==> src/rtl/risc_pkg.sv <==
// Shared types for the memory arbiter: access sizes, FSM states, owners and timeout default.
// mem_size_t is the same encoding the core control path uses for load/store width.
package risc_pkg;

  typedef enum logic [1:0] {
    BYTE      = 2'd0,
    HALF_WORD = 2'd1,
    WORD      = 2'd2
  } mem_size_t;

  typedef enum logic [1:0] {
    IDLE = 2'd0,
    REQ  = 2'd1,
    RSP  = 2'd2
  } arb_state_t;

  typedef enum logic {
    FETCH = 1'b0,
    DATA  = 1'b1
  } arb_owner_t;

  localparam int MEM_TIMEOUT_CYCLES = 255;

  // Byte accesses are always aligned; halves need addr[0]=0, words addr[1:0]=0.
  function automatic logic is_misaligned(input mem_size_t size, input logic [1:0] addr_lsb);
    case (size)
      HALF_WORD: return addr_lsb[0];
      WORD:      return |addr_lsb;
      default:   return 1'b0;
    endcase
  endfunction

endpackage

==> src/rtl/mem_arbiter_if.sv <==
// Shared memory port: one request/grant handshake plus a response strobe that also acks stores.
// The arbiter drives through the master modport, the memory model/controller uses slave.
interface mem_arbiter_if;
  import risc_pkg::*;

  logic        req;
  logic [31:0] addr;
  logic [31:0] wdata;
  logic        wr_en;
  mem_size_t   size;
  logic        gnt;
  logic        rvalid;
  logic [31:0] rdata;

  modport master (
    output req, addr, wdata, wr_en, size,
    input  gnt, rvalid, rdata
  );

  modport slave (
    input  req, addr, wdata, wr_en, size,
    output gnt, rvalid, rdata
  );

endinterface

==> src/rtl/mem_arbiter.sv <==
// Arbitrates fetch and data requesters onto one memory port, data first, one transaction in flight.
// Done is combinational on rvalid (2 cycles min); misaligned data and timeouts complete with err.
module mem_arbiter
  import risc_pkg::*;
#(
  parameter int TIMEOUT_CYCLES = MEM_TIMEOUT_CYCLES
) (
  input  logic          clk,
  input  logic          reset,
  input  logic          if_req,
  input  logic [31:0]   if_addr,
  output logic          if_done,
  output logic [31:0]   if_rdata,
  output logic          if_err,
  input  logic          dm_req,
  input  logic [31:0]   dm_addr,
  input  logic [31:0]   dm_wdata,
  input  logic          dm_wr_en,
  input  mem_size_t     dm_size,
  output logic          dm_done,
  output logic [31:0]   dm_rdata,
  output logic          dm_err,
  mem_arbiter_if.master mem,
  output logic          stall
);

  localparam logic [7:0] TIMEOUT_LAST = 8'(TIMEOUT_CYCLES - 1);

  arb_state_t  state_q, state_d;
  arb_owner_t  owner_q, owner_d;
  logic [7:0]  cnt_q, cnt_d;
  logic [31:0] addr_q, addr_d;
  logic [31:0] wdata_q, wdata_d;
  logic        wr_en_q, wr_en_d;
  mem_size_t   size_q, size_d;

  logic        done;
  logic        err;
  logic [31:0] rdata;
  arb_owner_t  done_for;
  logic        timeout;

  always_comb begin
    state_d  = state_q;
    owner_d  = owner_q;
    cnt_d    = cnt_q;
    addr_d   = addr_q;
    wdata_d  = wdata_q;
    wr_en_d  = wr_en_q;
    size_d   = size_q;
    done     = 1'b0;
    err      = 1'b0;
    rdata    = '0;
    done_for = owner_q;
    timeout  = (state_q != IDLE) && (cnt_q == TIMEOUT_LAST);

    case (state_q)
      IDLE: begin
        cnt_d = '0;
        if (dm_req) begin
          if (is_misaligned(dm_size, dm_addr[1:0])) begin
            done     = 1'b1;
            err      = 1'b1;
            done_for = DATA;
          end else begin
            addr_d  = dm_addr;
            wdata_d = dm_wdata;
            wr_en_d = dm_wr_en;
            size_d  = dm_size;
            owner_d = DATA;
            state_d = REQ;
          end
        end else if (if_req) begin
          addr_d  = if_addr;
          wr_en_d = 1'b0;
          size_d  = WORD;
          owner_d = FETCH;
          state_d = REQ;
        end
      end
      REQ: begin
        cnt_d = cnt_q + 8'd1;
        if (timeout) begin
          done    = 1'b1;
          err     = 1'b1;
          state_d = IDLE;
        end else if (mem.gnt) begin
          state_d = RSP;
        end
      end
      RSP: begin
        cnt_d = cnt_q + 8'd1;
        // A response landing on the last allowed cycle still counts as a success.
        if (mem.rvalid) begin
          done    = 1'b1;
          rdata   = mem.rdata;
          state_d = IDLE;
        end else if (timeout) begin
          done    = 1'b1;
          err     = 1'b1;
          state_d = IDLE;
        end
      end
      default: state_d = IDLE;
    endcase

    if (reset) begin
      done  = 1'b0;
      err   = 1'b0;
      rdata = '0;
    end

    if_done  = done && (done_for == FETCH);
    if_err   = if_done && err;
    if_rdata = if_done ? rdata : '0;
    dm_done  = done && (done_for == DATA);
    dm_err   = dm_done && err;
    dm_rdata = dm_done ? rdata : '0;
  end

  // Request is withdrawn on the abort cycle so memory cannot accept an orphaned access.
  assign mem.req   = (state_q == REQ) && !timeout && !reset;
  assign mem.addr  = addr_q;
  assign mem.wdata = wdata_q;
  assign mem.wr_en = wr_en_q;
  assign mem.size  = size_q;

  assign stall = (if_req & ~if_done) | (dm_req & ~dm_done);

  always_ff @(posedge clk) begin
    if (reset) begin
      state_q <= IDLE;
      owner_q <= FETCH;
      cnt_q   <= '0;
      addr_q  <= '0;
      wdata_q <= '0;
      wr_en_q <= 1'b0;
      size_q  <= WORD;
    end else begin
      state_q <= state_d;
      owner_q <= owner_d;
      cnt_q   <= cnt_d;
      addr_q  <= addr_d;
      wdata_q <= wdata_d;
      wr_en_q <= wr_en_d;
      size_q  <= size_d;
    end
  end

endmodule

==> src/flat_wrapper.sv <==
// flat-port wrapper written by rule: the top's interface ports become plain ports
module mem_arbiter_flat import risc_pkg::*;
#(
  parameter int TIMEOUT_CYCLES = MEM_TIMEOUT_CYCLES
)
  (clk, reset, if_req, if_addr, if_done, if_rdata, if_err, dm_req, dm_addr, dm_wdata, dm_wr_en, dm_size, dm_done, dm_rdata, dm_err, stall, mem_req, mem_addr, mem_wdata, mem_wr_en, mem_size, mem_gnt, mem_rvalid, mem_rdata);
  mem_arbiter_if mem_i ();
  input  logic clk;
  input  logic reset;
  input  logic if_req;
  input  logic [31:0] if_addr;
  output logic if_done;
  output logic [31:0] if_rdata;
  output logic if_err;
  input  logic dm_req;
  input  logic [31:0] dm_addr;
  input  logic [31:0] dm_wdata;
  input  logic dm_wr_en;
  input  mem_size_t dm_size;
  output logic dm_done;
  output logic [31:0] dm_rdata;
  output logic dm_err;
  output logic stall;
  output wire logic [$bits(mem_i.req)-1:0] mem_req;
  output wire logic [$bits(mem_i.addr)-1:0] mem_addr;
  output wire logic [$bits(mem_i.wdata)-1:0] mem_wdata;
  output wire logic [$bits(mem_i.wr_en)-1:0] mem_wr_en;
  output wire logic [$bits(mem_i.size)-1:0] mem_size;
  input wire logic [$bits(mem_i.gnt)-1:0] mem_gnt;
  input wire logic [$bits(mem_i.rvalid)-1:0] mem_rvalid;
  input wire logic [$bits(mem_i.rdata)-1:0] mem_rdata;
  assign mem_req = mem_i.req;
  assign mem_addr = mem_i.addr;
  assign mem_wdata = mem_i.wdata;
  assign mem_wr_en = mem_i.wr_en;
  assign mem_size = mem_i.size;
  assign mem_i.gnt = mem_gnt;
  assign mem_i.rvalid = mem_rvalid;
  assign mem_i.rdata = mem_rdata;
  mem_arbiter #(.TIMEOUT_CYCLES(TIMEOUT_CYCLES)) u_core (.clk(clk), .reset(reset), .if_req(if_req), .if_addr(if_addr), .if_done(if_done), .if_rdata(if_rdata), .if_err(if_err), .dm_req(dm_req), .dm_addr(dm_addr), .dm_wdata(dm_wdata), .dm_wr_en(dm_wr_en), .dm_size(dm_size), .dm_done(dm_done), .dm_rdata(dm_rdata), .dm_err(dm_err), .mem(mem_i), .stall(stall));
endmodule
==> config.mk <==
export PLATFORM = sky130hd
export DESIGN_NAME = mem_arbiter_flat
export DESIGN_NICKNAME = d
export VERILOG_FILES = /design/src/rtl/risc_pkg.sv /design/src/rtl/mem_arbiter_if.sv /design/src/rtl/mem_arbiter.sv /design/src/flat_wrapper.sv
export SDC_FILE = /design/constraint.sdc
export NUM_CORES = 1
export LEC_CHECK = 0
export ABC_AREA = 1
export CAP_MARGIN = 20
export CORE_AREA = 2 2 107 109
export CTS_BUF_LIST = sky130_fd_sc_hd__clkbuf_4
export DETAILED_ROUTE_END_ITERATION = 8
export DIE_AREA = 0 0 109 111
export GPL_TIMING_DRIVEN = 1
export PLACE_DENSITY = 0.94
export SYNTH_ARGS = -nofsm -noshare
export SYNTH_HDL_FRONTEND = slang
export SYNTH_SLANG_ARGS = --single-unit
==> constraint.sdc <==
create_clock -name clk -period 4.78 [get_ports clk]
set_input_delay 0.956 -clock clk [delete_from_list [all_inputs] [get_ports clk]]
set_output_delay 0.956 -clock clk [all_outputs]
set_load 0.03 [all_outputs]
==> out/results.ini, run 1 <==
[synthesis]
synth_top_area_share_pct=38.51
synth_largest_area_cell=dfxtp_1
ys_seq_area_share_pct=38.51
syn_avg_cell_area_um2=6.551
synth.area.top_cells=dfxtp_1 (39%), nand2_1 (20%), nor2_1 (9.4%)
syn_nets=765
yosys_warnings=0
netlist_area_um2=4055
synthCells=619
post_synth_num_cell_types=28
synth_seq_cells=78

[clock_tree]
ctsHoldBuffers=0
clock_path_buffers=2
cts_tree=yes
cts_setup_buffers=0
root_buffer=clkbuf_4
clk_latency_ps=450
clock_sinks=78
cts_resized=0
clk_pin_slew_ps=110
htree_levels=3
cts-buffers-inserted=9

[critical_path]
cpLargestDelayFamily=simple AND/OR/NAND/NOR gates
critPathMaxStageDelay_ps=500
crit_path_frequent_cell=nor2_1
path_cells=clkdlybuf4s50_1 -> inv_1 -> ha_1 -> nor2_1 -> nand3_1 -> nand2_1 -> inv_2 -> nand2_4 -> nand3_4 -> nor2_1 -> buf_4
crit_buf_inv=4
crit_arrival_ps=3190
cp-start-kind=input pin
critPathCaptureType=primary output
slowest_stage=clkdlybuf4s50_1
required_ps=3820
path_class=input pin to primary output
crit_path_max_fanout=35

[die]
die_w_um=109
dieArea_um2=12100
core-area_um2=11080
die_y_um=111
io_pins=274
initial_utilization_pct=36.61
rows=39

[min_path]
hold_path.class=register to register

[timing]
fin_crit_sh_pct=86.82
setup_tns_ps=0
hold_violations=0
final.min_clock_period_ps=4150
worst_pin_slew_ps=931.0
final-setup-viol-count=0
clock.fmax_ghz=0.2410
fin_worst_skew_ps=16.19
rsz0062_at_grt=no
relSlewSlack_pct=37.55
maxSlewViolCount=0

[layout]
syn2layout_area_growth_pct=69.21
drive_gt1_share_pct=16.70
antenna_cells=0
nNetsFinal=1021
final_util_pct=61.95

[global_routing]
grt_max_degree=38
grt_use_total_pct=23.10
grt_pass1_wl_um=21840
antenna_found_initial=0
grt_remaining_overflow=0
grt_pass1_vias=4358

[power_and_ir_drop]
p_seq_share_pct=31.8
vdd_drop_max_mv=0.2199
p_leak_nw=2.855
combinationalPowerShare_pct=48.1
power_per_cell_area_nw_per_um2=411.5
p_int_mw=1.661
power_frac_clock_pct=20.0
p_switching_mw=1.163
p_sw_share_pct=41.17

[drt]
drt_iter0_markers=294
vias_per_cell=4.660
wl_um=14250
first_pass_iters=7
drt-wirelength-per-cell_um=13.93
antenna_left=0
drcViolationCount=0
vias=4767

[place]
dp_hpwl_um=10890
place_congestion=0.8033
io_buffer_count=273

[run_status]
status=complete, no violations

[flow_run]
max_cap_violations=0

## power groups by stage
stage,registers [mW],clock network (mW),logic [mW]
final,0.899,0.566,1.36
after global routing,0.919,0.606,1.47
after CTS,0.899,0.576,1.36
after detailed placement,0.914,0,1.36
after global placement,0.904,0,1.34
after floorplan,1.20,0,0.538
## Yosys cell counts (all sizes together)
library cell and count:
clkbuf 17, nand2 223, nor2 144, o21a 1
nor3 5, dfxtp 78, buf 18, o21ai 41
inv 25, ha 9, nand3 10, a211oi 1
clkinv 2, a21oi 42, a31oi 1, and3 1
or2 1
## per-layer routing
| layer | vias up | wire length [um] | track usage (%) |
|---|---|---|---|
| li1 | 2435 | - | - |
| met1 | 2111 | 5445 | 26.21 |
| met2 | 186 | 7153 | 39.88 |
| met3 | 35 | 1169 | 6.349 |
| met4 | 0 | 479 | 9.915 |
| met5 | - | 0 | 0 |
## cell families (layout without fill, tap and decap cells)
group / after synthesis / count (layout) / synth area share [%]
and+or+nand+nor: 384 / 384 / 40.51
AOI/OAI and AO/OA: 86 / 86 / 10.77
DFF: 78 / 78 / 38.51
buffers and inverters: 62 / 323 / 7.436
adders and majority gates: 9 / 9 / 2.777
## through the flow
| step | cell area (um2) | std cells | hold slack, ps | setup slack [ps] | total power, mW |
|---|---|---|---|---|---|
| final | 6862 | 1023 | 467.6 | 630.1 | 2.824 |
| after global routing | 6862 | 1023 | 488.3 | 358.7 | 2.994 |
| after floorplan | 4055 | 619 | 438.8 | 1423 | 1.739 |
| after global placement | 6653 | 1007 | 449.0 | 648.3 | 2.241 |
| after detailed placement | 6653 | 1007 | 454.1 | 650.6 | 2.273 |
| after CTS | 6862 | 1023 | 472.6 | 640.1 | 2.841 |
## area by class of cell
cell class | instances | area [um2]
Fill cell | 956 | 4215
Timing Repair Buffer | 280 | 2613
Multi-Input combinational cell | 479 | 2198
Sequential cell | 78 | 1562
Tap cell | 143 | 178.9
Clock inverter | 6 | 133.9
Inverter | 27 | 101.3
Clock buffer | 10 | 75.07
## layout by cell type (no fill, tap or decap), drive strengths merged
cell type,instances
and3,1
nand2,223
or2,1
nor2,144
o21ai,41
inv,25
dfxtp,78
clkdlybuf4s50,204
bufinv,4
clkinv,4
o21a,1
nand3,10
nor3,5
ha,9
a211oi,1
clkbuf,10
buf,76
a21oi,42
a31oi,1
## worst paths after layout
path                     start  cells after the start  slack (ps)                 end
min reg2reg   u_core.mem.wr_en                      2         470    u_core.mem.wr_en
max reg2reg  u_core.state_q[0]                      6        2590  u_core.mem.size[1]
min           u_core.mem.wr_en                      2         470    u_core.mem.wr_en
max                 dm_size[0]                     11         630              if_err
## state kept, by name, indices dropped and copies added (netlist names)
register          flops
u_core.mem.addr      32
u_core.mem.wdata     32
u_core.cnt_q          8
u_core.mem.size       2
u_core.state_q        2
u_core.mem.wr_en      1
u_core.owner_q        1
## worst reg2reg max path, stage by stage, from the launching register on
cell and delay (ps):
dfxtp_1 350, inv_1 140, ha_1 290, nand3_4 400, inv_2 600, o21ai_1 250, nand3_1 120
Note: power is estimated with default switching activity, not from simulation.
==> inputs of run 2 (changes only) <==
--- a/config.mk
+++ b/config.mk
@@ -7,12 +7,14 @@
 export LEC_CHECK = 0
 export ABC_AREA = 1
 export CAP_MARGIN = 20
-export CORE_AREA = 2 2 107 109
+export CORE_ASPECT_RATIO = 2
+export CORE_MARGIN = 2
+export CORE_UTILIZATION = 37
 export CTS_BUF_LIST = sky130_fd_sc_hd__clkbuf_4
 export DETAILED_ROUTE_END_ITERATION = 8
-export DIE_AREA = 0 0 109 111
 export GPL_TIMING_DRIVEN = 1
-export PLACE_DENSITY = 0.94
+export PLACE_DENSITY_LB_ADDON = 0.2
+export SKIP_LAST_GASP = 1
 export SYNTH_ARGS = -nofsm -noshare
 export SYNTH_HDL_FRONTEND = slang
 export SYNTH_SLANG_ARGS = --single-unit
==> constraint.sdc (replaced) <==
create_clock -name clk -period 4.7 [get_ports clk]
set_input_delay 0.94 -clock clk [delete_from_list [all_inputs] [get_ports clk]]
set_output_delay 0.94 -clock clk [all_outputs]
set_load 0.03 [all_outputs]
==> run 2 against run 1 <==
Net effect:
- combinational power about the same
- design area decreased by 0.51%
- highest routed layer unchanged
- via count increased by 0.42%
- setup slack got worse by 100 ps
- sequential share of layout area increased by 0.12 points
- clock skew decreased by 8.7 ps
- sequential power increased by 2%
- die area decreased by 1.9%
- critical path depth unchanged
- hold slack improved by 3.3 ps
==> out/results.ini, run 2 (synthesis results as in run 1) <==
[critical_path]
timing.rr.end=u_core.mem.wdata[25]
r2r_slack_ps=2070
crit_arrival_ps=3230
critPathCaptureType=primary output
reg2regPathDepth=9
path_class=input pin to primary output
crit_path_max_fanout=3
required_ps=3760
r2r_start=u_core.state_q[1]
critPathMaxStageDelay_ps=670
crit_path_frequent_cell=nand2_1
slowest_stage=clkdlybuf4s50_1
path_cells=clkdlybuf4s50_1 -> inv_1 -> ha_1 -> nor2_1 -> nand3_1 -> nand2_1 -> inv_1 -> nand3_4 -> nand2_1 -> nand2_1 -> clkdlybuf4s50_1
cp-start-kind=input pin

[min_path]
min-delay-start=u_core.mem.wr_en
hold_path.class=register to register
whs_endpoint=u_core.mem.wr_en
holdPathStages=2

[global_routing]
grt_pass1_wl_um=21290
grt_pass1_vias=4546
grt_remaining_overflow=0
antenna_found_initial=0
grt_max_degree=40
grt_use_total_pct=22.24

[timing]
fin_crit_sh_pct=88.81
worst_pin_slew_ps=973.9
setup_tns_ps=0
rsz0062_at_grt=no
relSlewSlack_pct=34.67
final-setup-viol-count=0
maxSlewViolCount=0
fin_worst_skew_ps=7.449
clock.fmax_ghz=0.2396
final.min_clock_period_ps=4174
hold_violations=0

[die]
initial_utilization_pct=37.51
die_y_um=152.1
dieArea_um2=11860
core-area_um2=10810
die_w_um=78.03
io_pins=274
rows=54

[layout]
final_cell_mix=nand2_1 (217), clkdlybuf4s50_1 (204), nor2_1 (102), dfxtp_1 (78), buf_4 (70)
fill_cells=1012
drive_gt1_share_pct=16.61
nNetsFinal=1020
fin_area_um2=6827
syn2layout_area_growth_pct=68.34
final_util_pct=63.15
layout_commonest_cell=nand2_1
antenna_cells=0

[drt]
drt_iter0_markers=193
vias_per_cell=4.698
drcViolationCount=0
drt-wirelength-per-cell_um=13.52
first_pass_iters=5
vias=4787
antenna_left=0
wl_um=13780

[place]
dpl_cell_area_um2=6689
dp_hpwl_um=10570
io_buffer_count=273
place_congestion=0.9026

[power_and_ir_drop]
power_per_cell_area_nw_per_um2=392.5
p_int_mw=1.527
p_switching_mw=1.152
power_frac_clock_pct=14.8
p_sw_share_pct=43.01
combinationalPowerShare_pct=51.0
vdd_drop_max_mv=0.3849
p_seq_share_pct=34.1
p_leak_nw=2.817

[clock_tree]
root_buffer=clkbuf_4
htree_levels=3
cts-buffers-inserted=9
clock_sinks=78
clk_latency_ps=420
cts_resized=0
cts_setup_buffers=0
cts_tree=yes
clk_pin_slew_ps=120
ctsHoldBuffers=0
clock_path_buffers=2

[flow_run]
max_cap_violations=0

[run_status]
status=complete, no violations

==> run 2: changes by cell type in the layout (fill, tap and decap cells not counted) <==
cell / before / now
buf_12: 0 / 4
buf_2: 0 / 1
buf_4: 76 / 70
bufinv_16: 4 / 1
clkinv_2: 1 / 2
clkinv_4: 1 / 0
clkinvlp_4: 0 / 3
==> run 2: power groups by stage <==
| stage | registers (mW) | logic (mW) | clock network, mW |
|---|---|---|---|
| 6_report | 0.915 | 1.37 | 0.397 |
| 4_1_cts | 0.915 | 1.38 | 0.414 |
| 5_1_grt | 0.935 | 1.49 | 0.440 |
| 3_5_place_dp | 0.930 | 1.38 | 0 |
| 2_1_floorplan | 1.22 | 0.547 | 0 |
| 3_3_place_gp | 0.921 | 1.35 | 0 |
==> run 2: cell type report <==
| class | instances | area [um2] | share of cell area, % |
|---|---|---|---|
| Sequential cell | 78 | 1562 | 22.87 |
| Multi-Input combinational cell | 479 | 2198 | 32.20 |
| Inverter | 27 | 101.3 | 1.485 |
| Clock buffer | 10 | 75.07 | 1.100 |
| Clock inverter | 6 | 62.56 | 0.9164 |
| Tap cell | 140 | 175.2 | 2.566 |
| Timing Repair Buffer | 279 | 2653 | 38.86 |
==> run 2: routing by layer <==
metal | track usage, % | vias up | routed length, um
met5 | 0 | - | 0
met1 | 25.12 | 2124 | 5323
li1 | - | 2432 | -
met2 | 38.92 | 196 | 6898
met4 | 10.94 | 0 | 497
met3 | 4.572 | 35 | 1059
==> run 2: through the flow <==
stage               instances  total power, mW  setup slack, ps  hold WS [ps]
floorplan                 619            1.768             1375         438.8
global placement         1003            2.274            565.1         448.9
detailed placement       1003            2.307            524.5         457.1
CTS                      1019            2.711            536.0         475.4
global route             1019            2.865            392.6         497.3
finish                   1019            2.679            525.8         470.9
==> run 2: worst max path at each step <==
stage,start,end,slack [ps],depth (start not counted)
floorplan,dm_size[0],if_rdata[23],1380,10
global placement,dm_size[0],stall,570,11
detailed placement,dm_size[0],stall,520,11
CTS,dm_size[0],stall,540,11
global route,dm_size[0],stall,390,11
finish,dm_size[0],stall,530,11
==> run 2: worst max-delay path, delay by kind of cell <==
family | cells | cell delay, ps
buffers and inverters | 4 | 1320
and+or+nand+nor | 6 | 670
adders and majority gates | 1 | 290
==> inputs of run 3 (changes only) <==
--- a/config.mk
+++ b/config.mk
@@ -13,7 +13,7 @@
 export CTS_BUF_LIST = sky130_fd_sc_hd__clkbuf_4
 export DETAILED_ROUTE_END_ITERATION = 8
 export GPL_TIMING_DRIVEN = 1
-export PLACE_DENSITY_LB_ADDON = 0.2
+export PLACE_DENSITY = 0.87
 export SKIP_LAST_GASP = 1
 export SYNTH_ARGS = -nofsm -noshare
 export SYNTH_HDL_FRONTEND = slang
==> run 3 against run 2 <==
Net effect:
- combinational power about the same
- sequential share of layout area is 0.10 points lower
- sequential power about the same
- design area increased by 0.46%
- clock power grew 26%
- via count decreased by 0.13%
- largest power group unchanged
- highest routed layer unchanged
==> out/results.ini, run 3 (synthesis results as in run 1) <==
[min_path]
hold_path.class=register to register

[clock_tree]
clock_sinks=78
cts_tree=yes
clock_path_buffers=2
cts_setup_buffers=0
cts-buffers-inserted=9
htree_levels=3
cts_resized=0
root_buffer=clkbuf_4
clk_latency_ps=440
clk_pin_slew_ps=120
ctsHoldBuffers=0

[timing]
final-setup-viol-count=0
rsz0062_at_grt=no
clock.fmax_ghz=0.2385
fin_worst_skew_ps=17.81
setup_tns_ps=0
hold_violations=0
fin_crit_sh_pct=89.19
relSlewSlack_pct=32.22
maxSlewViolCount=0
worst_pin_slew_ps=1010
final.min_clock_period_ps=4192
setup_slack_ps=507.9

[power_and_ir_drop]
p_sw_share_pct=41.62
power_frac_clock_pct=18.0
combinationalPowerShare_pct=49.2
p_seq_share_pct=32.8
p_int_mw=1.626
p_leak_nw=2.838
vdd_drop_max_mv=0.3236
power_per_cell_area_nw_per_um2=406.2
p_switching_mw=1.159

[drt]
antenna_left=0
vias_per_cell=4.692
drt-wirelength-per-cell_um=13.55
vias=4781
wl_um=13800
drcViolationCount=0
first_pass_iters=4
drt_iter0_markers=211

[layout]
ff_latch_area_um2=1562
multi_input_area_um2=2198
layout_commonest_cell=nand2_1
nNetsFinal=1020
final_util_pct=63.44
fill_cells=991
drive_gt1_share_pct=16.51
syn2layout_area_growth_pct=69.11
final_cell_mix=nand2_1 (217), clkdlybuf4s50_1 (204), nor2_1 (102), dfxtp_1 (78), buf_4 (71)

[die]
initial_utilization_pct=37.51
core-area_um2=10810
dieArea_um2=11860
die_y_um=152.1
io_pins=274
die_w_um=78.03
rows=54

[flow_run]
max_cap_violations=0

[critical_path]
path_class=input pin to primary output
critPathCaptureType=primary output
crit_path_max_fanout=3
crit_arrival_ps=3250
required_ps=3760
cp-start-kind=input pin

[global_routing]
grt_pass1_wl_um=21710
grt_max_degree=38
grt_use_total_pct=22.71
grt_remaining_overflow=0
antenna_found_initial=1
grt_pass1_vias=4529

[place]
place_congestion=0.7886
io_buffer_count=273
dp_hpwl_um=10740
post-place-ws_ps=524.6

[run_status]
status=complete, no violations

[run 3: metrics by stage]
stage	hold WS, ps	total power [mW]	instances	instance area (um2)
floorplan	438.8	1.768	619	4055
global placement	447.5	2.286	1003	6676
detailed placement	452.3	2.309	1003	6676
CTS	471.1	2.818	1018	6855
global route	491.4	2.975	1019	6858
finish	471.2	2.786	1019	6858
[run 3: critical path: stages]
cell and delay, ps:
clkdlybuf4s50_1 510, inv_1 60, ha_1 290, nor2_1 180
nand3_1 140, nand2_1 150, inv_1 90, nand3_4 80
nand2_1 50, nand2_1 70, clkdlybuf4s50_1 690
[run 3: area by class of cell]
cell class / instances / share of cell area (%)
diodes: 1 / 0.03649
clock buffers: 9 / 0.9852
clock inverters: 6 / 1.624
inverters: 27 / 1.478
multi-input cells: 479 / 32.06
flip-flops and latches: 78 / 22.77
well taps: 140 / 2.554
repair buffers: 279 / 38.50
[run 3: power groups by stage]
stage	Combinational, mW	Clock (mW)	Sequential (mW)
floorplan	0.547	0	1.22
global placement	1.36	0	0.922
detailed placement	1.38	0	0.929
CTS	1.38	0.519	0.914
global route	1.49	0.548	0.937
finish	1.37	0.501	0.913
[run 3: per-layer routing]
| metal | GRT usage (%) | up-vias | wire length [um] | share of wire [%] |
|---|---|---|---|---|
| met5 | 0 | - | 0 | 0 |
| met4 | 10.44 | 0 | 495 | 3.6 |
| met3 | 7.838 | 31 | 1234 | 8.9 |
| met2 | 42.90 | 209 | 7307 | 53 |
| met1 | 21.14 | 2115 | 4765 | 35 |
| li1 | - | 2426 | - | - |
[run 3: worst paths after layout]
kind                            depth (start not counted)         startpoint                   end  slack [ps]
worst max-delay path                                   11         dm_size[0]                 stall         510
worst min-delay path                                    2     u_core.owner_q        u_core.owner_q         470
worst max register to register                          9  u_core.state_q[0]  u_core.mem.wdata[19]        2140
worst min register to register                          2     u_core.owner_q        u_core.owner_q         470
